--- config.mk ---
export PLATFORM = sky130hd
export DESIGN_NAME = multicycle_ctrl
export DESIGN_NICKNAME = d
export VERILOG_FILES = /design/src/rtl/mc_pkg.sv /design/src/rtl/mc_alu_dec.sv /design/src/rtl/multicycle_ctrl.sv
export SDC_FILE = /design/constraint.sdc
export NUM_CORES = 1
export LEC_CHECK = 0
export ABC_AREA = 1
export CAP_MARGIN = 20
export CELL_PAD_IN_SITES_DETAIL_PLACEMENT = 2
export CELL_PAD_IN_SITES_GLOBAL_PLACEMENT = 2
export CORE_MARGIN = 1
export CORE_UTILIZATION = 15
export DETAILED_ROUTE_END_ITERATION = 10
export HOLD_SLACK_MARGIN = 0.15
export PLACE_DENSITY = 0.9
export SLEW_MARGIN = 10
export SYNTH_ARGS = -nofsm -noshare
export SYNTH_HDL_FRONTEND = slang
export SYNTH_SLANG_ARGS = --single-unit
--- constraint.sdc ---
create_clock -name clk -period 1.6 [get_ports clk]
set_input_delay 0.24 -clock clk [delete_from_list [all_inputs] [get_ports clk]]
set_output_delay 0.24 -clock clk [all_outputs]
set_load 0.005 [all_outputs]
--- src/rtl/mc_pkg.sv ---
// Shared types and encodings for the multicycle control unit.
// State enum, mux-select encodings, ALU codes and data-processing cmd values.
package mc_pkg;

    localparam int unsigned OP_W    = 2;
    localparam int unsigned FUNCT_W = 6;
    localparam int unsigned CMD_W   = 4;
    localparam int unsigned RD_W    = 4;
    localparam int unsigned ALUC_W  = 3;
    localparam int unsigned SEL_W   = 2;

    typedef enum logic [3:0] {
        S_FETCH  = 4'd0,
        S_DECODE = 4'd1,
        S_MEMADR = 4'd2,
        S_MEMRD  = 4'd3,
        S_MEMWB  = 4'd4,
        S_MEMWR  = 4'd5,
        S_EXECR  = 4'd6,
        S_EXECI  = 4'd7,
        S_ALUWB  = 4'd8,
        S_BRANCH = 4'd9
    } state_t;

    localparam logic [ALUC_W-1:0] ALU_ADD = 3'b000;
    localparam logic [ALUC_W-1:0] ALU_SUB = 3'b001;
    localparam logic [ALUC_W-1:0] ALU_EOR = 3'b010;
    localparam logic [ALUC_W-1:0] ALU_ROR = 3'b011;
    localparam logic [ALUC_W-1:0] ALU_MOV = 3'b100;

    localparam logic [SEL_W-1:0] RES_ALUOUT    = 2'b00;
    localparam logic [SEL_W-1:0] RES_DATA      = 2'b01;
    localparam logic [SEL_W-1:0] RES_ALURESULT = 2'b10;

    localparam logic [SEL_W-1:0] SRCB_RD2  = 2'b00;
    localparam logic [SEL_W-1:0] SRCB_IMM  = 2'b01;
    localparam logic [SEL_W-1:0] SRCB_FOUR = 2'b10;

    localparam logic [SEL_W-1:0] IMM_DP  = 2'b00;
    localparam logic [SEL_W-1:0] IMM_MEM = 2'b01;
    localparam logic [SEL_W-1:0] IMM_BR  = 2'b10;

    localparam logic [OP_W-1:0] OP_DP  = 2'b00;
    localparam logic [OP_W-1:0] OP_MEM = 2'b01;
    localparam logic [OP_W-1:0] OP_BR  = 2'b10;

    localparam logic [CMD_W-1:0] CMD_ADD    = 4'b0100;
    localparam logic [CMD_W-1:0] CMD_SUB    = 4'b0010;
    localparam logic [CMD_W-1:0] CMD_CMP    = 4'b1010;
    localparam logic [CMD_W-1:0] CMD_EOR    = 4'b0001;
    localparam logic [CMD_W-1:0] CMD_MOVROR = 4'b1101;

    localparam logic [RD_W-1:0] RD_PC = 4'b1111;

    // Carry/overflow flags are only meaningful for the adder operations.
    function automatic logic is_arith(input logic [ALUC_W-1:0] aluc);
        return (aluc == ALU_ADD) || (aluc == ALU_SUB);
    endfunction

endpackage

--- src/rtl/mc_alu_dec.sv ---
// Data-processing decode: Funct -> ALUControl, raw FlagW and writeback suppression.
// FlagW here is not yet qualified by the condition check.
module mc_alu_dec
    import mc_pkg::*;
(
    input  logic [FUNCT_W-1:0] i_funct,
    output logic [ALUC_W-1:0]  o_alu_control,
    output logic [SEL_W-1:0]   o_flag_w,
    output logic               o_no_write
);

    logic             w_imm;
    logic [CMD_W-1:0] w_cmd;
    logic             w_s;

    assign w_imm = i_funct[5];
    assign w_cmd = i_funct[4:1];
    assign w_s   = i_funct[0];

    always_comb begin
        o_alu_control = ALU_ADD;
        o_no_write    = 1'b0;
        case (w_cmd)
            CMD_ADD:    o_alu_control = ALU_ADD;
            CMD_SUB:    o_alu_control = ALU_SUB;
            CMD_CMP: begin
                o_alu_control = ALU_SUB;
                o_no_write    = 1'b1;
            end
            CMD_EOR:    o_alu_control = ALU_EOR;
            CMD_MOVROR: o_alu_control = w_imm ? ALU_MOV : ALU_ROR;
            // Unsupported commands run as a flag-only ADD.
            default:    o_no_write    = 1'b1;
        endcase
        o_flag_w = {w_s, w_s & is_arith(o_alu_control)};
    end

endmodule

--- src/rtl/multicycle_ctrl.sv ---
// Multicycle control FSM driving the shared ALU / unified memory datapath.
// Optional MC_MEM_WAIT_EN adds MemReady wait states in FETCH, MEMRD and MEMWR.
module multicycle_ctrl
    import mc_pkg::*;
(
    input  logic               clk,
    input  logic               reset,
    input  logic [OP_W-1:0]    Op,
    input  logic [FUNCT_W-1:0] Funct,
    input  logic [RD_W-1:0]    Rd,
    input  logic               CondEx,
`ifdef MC_MEM_WAIT_EN
    input  logic               MemReady,
`endif
    output logic               PCWrite,
    output logic               AdrSrc,
    output logic               MemW,
    output logic               IRWrite,
    output logic               RegW,
    output logic [SEL_W-1:0]   ResultSrc,
    output logic               ALUSrcA,
    output logic [SEL_W-1:0]   ALUSrcB,
    output logic [SEL_W-1:0]   ImmSrc,
    output logic [SEL_W-1:0]   RegSrc,
    output logic [ALUC_W-1:0]  ALUControl,
    output logic [SEL_W-1:0]   FlagW,
    output logic               Illegal
);

    state_t              r_state;
    state_t              w_next;
    logic                w_mem_ready;
    logic                w_rd_pc;
    logic [ALUC_W-1:0]   w_alu_control;
    logic [SEL_W-1:0]    w_flag_w_pre;
    logic                w_no_write;

`ifdef MC_MEM_WAIT_EN
    assign w_mem_ready = MemReady;
`else
    assign w_mem_ready = 1'b1;
`endif

    assign w_rd_pc = (Rd == RD_PC);

    mc_alu_dec u_alu_dec (
        .i_funct       (Funct),
        .o_alu_control (w_alu_control),
        .o_flag_w      (w_flag_w_pre),
        .o_no_write    (w_no_write)
    );

    always_ff @(posedge clk or posedge reset) begin
        if (reset) r_state <= S_FETCH;
        else       r_state <= w_next;
    end

    // Next state and Moore outputs; every write enable is masked during reset.
    always_comb begin
        w_next     = S_FETCH;
        PCWrite    = 1'b0;
        AdrSrc     = 1'b0;
        MemW       = 1'b0;
        IRWrite    = 1'b0;
        RegW       = 1'b0;
        ResultSrc  = RES_ALUOUT;
        ALUSrcA    = 1'b0;
        ALUSrcB    = SRCB_RD2;
        ImmSrc     = IMM_DP;
        RegSrc     = 2'b00;
        ALUControl = ALU_ADD;
        FlagW      = 2'b00;
        Illegal    = 1'b0;

        case (r_state)
            S_FETCH: begin
                ALUSrcA   = 1'b1;
                ALUSrcB   = SRCB_FOUR;
                ResultSrc = RES_ALURESULT;
                IRWrite   = w_mem_ready;
                PCWrite   = w_mem_ready;
                w_next    = w_mem_ready ? S_DECODE : S_FETCH;
            end
            S_DECODE: begin
                ALUSrcA   = 1'b1;
                ALUSrcB   = SRCB_FOUR;
                ResultSrc = RES_ALURESULT;
                case (Op)
                    OP_MEM:  w_next = S_MEMADR;
                    OP_DP:   w_next = Funct[5] ? S_EXECI : S_EXECR;
                    OP_BR:   w_next = S_BRANCH;
                    default: begin
                        Illegal = 1'b1;
                        w_next  = S_FETCH;
                    end
                endcase
            end
            S_MEMADR: begin
                ALUSrcB = SRCB_IMM;
                ImmSrc  = IMM_MEM;
                w_next  = Funct[0] ? S_MEMRD : S_MEMWR;
            end
            S_MEMRD: begin
                AdrSrc = 1'b1;
                w_next = w_mem_ready ? S_MEMWB : S_MEMRD;
            end
            S_MEMWB: begin
                ResultSrc = RES_DATA;
                RegW      = CondEx;
                PCWrite   = CondEx & w_rd_pc;
                w_next    = S_FETCH;
            end
            S_MEMWR: begin
                AdrSrc = 1'b1;
                MemW   = CondEx;
                RegSrc = 2'b10;
                w_next = w_mem_ready ? S_FETCH : S_MEMWR;
            end
            S_EXECR, S_EXECI: begin
                ALUSrcB    = (r_state == S_EXECI) ? SRCB_IMM : SRCB_RD2;
                ImmSrc     = IMM_DP;
                ALUControl = w_alu_control;
                FlagW      = w_flag_w_pre & {SEL_W{CondEx}};
                w_next     = w_no_write ? S_FETCH : S_ALUWB;
            end
            S_ALUWB: begin
                ResultSrc = RES_ALUOUT;
                RegW      = CondEx;
                PCWrite   = CondEx & w_rd_pc;
                w_next    = S_FETCH;
            end
            S_BRANCH: begin
                ALUSrcB   = SRCB_IMM;
                ImmSrc    = IMM_BR;
                RegSrc    = 2'b01;
                ResultSrc = RES_ALURESULT;
                PCWrite   = CondEx;
                w_next    = S_FETCH;
            end
            default: w_next = S_FETCH;
        endcase

        if (reset) begin
            PCWrite = 1'b0;
            IRWrite = 1'b0;
            RegW    = 1'b0;
            MemW    = 1'b0;
            FlagW   = 2'b00;
            Illegal = 1'b0;
        end
    end

endmodule

==> run summary <==
Vias/cell = 4.29
synthesis-stage register bit count = 4
Slew Limit Fails = 0
WL final = 3830 µm
register area share after synthesis = 0.207
Placed Cells = 188
clock buffer depth = 2
Ports = 35
Global Route Usage Sum = 0.208
most frequent cells in the layout = buf_4, buf_6, nand2_1
CTS tree = built
max incr delay on CP = 0.44 ns
H-tree levels = 1
Place WS = -0.468 ns
Core ar. = 0.00305 mm²
Post-DRT Antenna Nets = 0
fillers = 350
biggest regs = r_state (4)
slowest CP cell = dfrtp_2
worst skew pair latency = 0.24 ns
Mean Syn Cell Area = 5.32 µm²
Congestion Overflow GR = 0
fin crit share = 1.09
r2r setup slk = 0.18 ns
vias in the first global route = 1007
drt wl/cell = 18.0 µm
Residual DRC = 0
Warnings, synthesis = 0
Synth top area share = 0.207
cell breakdown of the critical path = inv_2, nor2_4, inv_2, nor2_4, buf_6, inv_4, o211ai_1, buf_2
largest net degree at the start of global routing = 6
CTS sink count = 4
outcome = finished, violations left
Post-CTS Hold Fix Bufs = 0
proportion of layout cells with a drive suffix above 1 = 0.639
Worst-Margin Slew = 0.235 ns
initial core utilization = 0.159
violated checks = setup timing
max reg flops = 4
CP endpoint kind = output port
Worst Skew = 0.00316 ns
critical path arrival = 1.50 ns
most common library cell in the layout ignoring fill and taps = buf_4
worst vdd rail ir drop = 0.000527 V
Buffers on Ports = 34
Post-Synthesis Cells = 91
Post-DP Area = 0.00102 mm²
reg2reg end = r_state[2]
worst r2r path cells = 9
GP Congestion = 0.782
first-pass GRT wire length = 5090 µm
final hold vios = 0
final instance area = 0.00136 mm²
Final HPWL DP = 2070 µm
initial antenna violation count = 0
worst-path fanout max = 4
MaxCap Viol Count = 0
Yosys top cell by area = dfrtp_1
Cell variety after synth = 15
HP Class = in -> async
pwr dens = 1400 mW/mm²
CP Data Required Time = 1.36 ns
top cells by area, synth = dfrtp_1, nand2_1, inv_1
Worst-path clk slew = 0.04 ns
die area = 0.00346 mm²
Fin Setup TNS = -0.666 ns
clock root cell = clkbuf_4
crit path time final = 1.74 ns
row count = 20
worst r2r src = r_state[0]
Post-Syn Nets = 106
Critical Path Start Type = register
ant diodes = 0
final setup vio count = 11
CTS Buf Count = 3
Pleak = 0.000733 µW
setup ws final = -0.142 ns
mapped cell area = 484 µm²
Largest Register = r_state
RSZ-0062 raised after global routing = yes
fmax = 574 MHz
Layout Nets = 186
Worst Hold Margin = 0.390 ns
DR pass1 iterations = 4
Slew headroom = 0.842
Non-Filler Instances = 213
routed via count = 914
DR iter-0 viols = 26
critical path class = reg -> out
synthesis-to-finish area growth = 181%
Die Span X = 58.8 µm
Die Span Y = 58.8 µm
per-stage QoR:
step,total power [µW],util
final,1910,0.446
after global routing,2010,0.446
after CTS,1610,0.412
after detailed placement,1130,0.335
after global placement,1060,0.335
after floorplan,539,-
timing repair:
item | 4_1_cts | 5_1_grt
setup endpoints to repair | 20 | 17
resized for setup | 119 | 28
cloned | 0 | 0
pin swaps | 14 | 9
buffers inserted | 16 | 6
endpoints found under the hold margin | 0 | 0
cell families after synthesis:
| kind of cell | synth area share |
|---|---|
| buffers and inverters | 0.217 |
| DFF | 0.207 |
| and+or+nand+nor | 0.483 |
| AOI/OAI and AO/OA | 0.0930 |
Yosys cell counts:
cell	count
o22ai_1	2
nor2_2	1
o211ai_1	1
inv_1	23
buf_4	1
dfrtp_1	4
nand2_1	26
inv_2	3
nor2_1	13
nand4_1	1
nor2_4	2
nor4_2	1
o21ai_0	3
a21oi_1	2
nand3_1	8
worst max path at each step:
stage | slack [ns] | to | startpoint | cells after the start
final | -0.14 | ALUSrcB[0] | r_state[0] | 8
after detailed placement | -0.47 | FlagW[0] | Funct[3] | 7
after global routing | -0.19 | ALUSrcB[0] | r_state[0] | 8
after CTS | -0.13 | ALUSrcB[0] | r_state[0] | 8
after global placement | -0.40 | ALUControl[1] | Funct[1] | 6
after floorplan | 0.50 | FlagW[0] | r_state[3] | 5
where the power goes:
part / total (µW) / internal [µW] / switching [µW]
logic: 1530 / 784 / 751
registers: 241 / 147 / 93.4
clock network: 135 / 84.5 / 50.5
total: 1910 / 1020 / 895
critical path: cells and delay by family, from the launching register on:
| kind | cells | cell delay (ns) |
|---|---|---|
| buf+inv | 5 | 0.48 |
| flops | 1 | 0.44 |
| compound gates | 1 | 0.10 |
| simple gates | 2 | 0.24 |
area by class of cell:
cell class	instances	area [µm²]	area share
flip-flops and latches	4	104	0.0762
multi-input cells	60	428	0.314
inverters	26	105	0.0771
well taps	44	55.1	0.0404
clock buffers	3	22.5	0.0165
repair buffers	76	648	0.476
routing by layer:
layer  track usage  vias up  wire [µm]
met5             0        -          0
li1              -      430          -
met2         0.407       33       2050
met4        0.0782        0        121
met3        0.0308       11        132
met1         0.220      440       1530
Note: power is estimated with default switching activity, not from simulation.
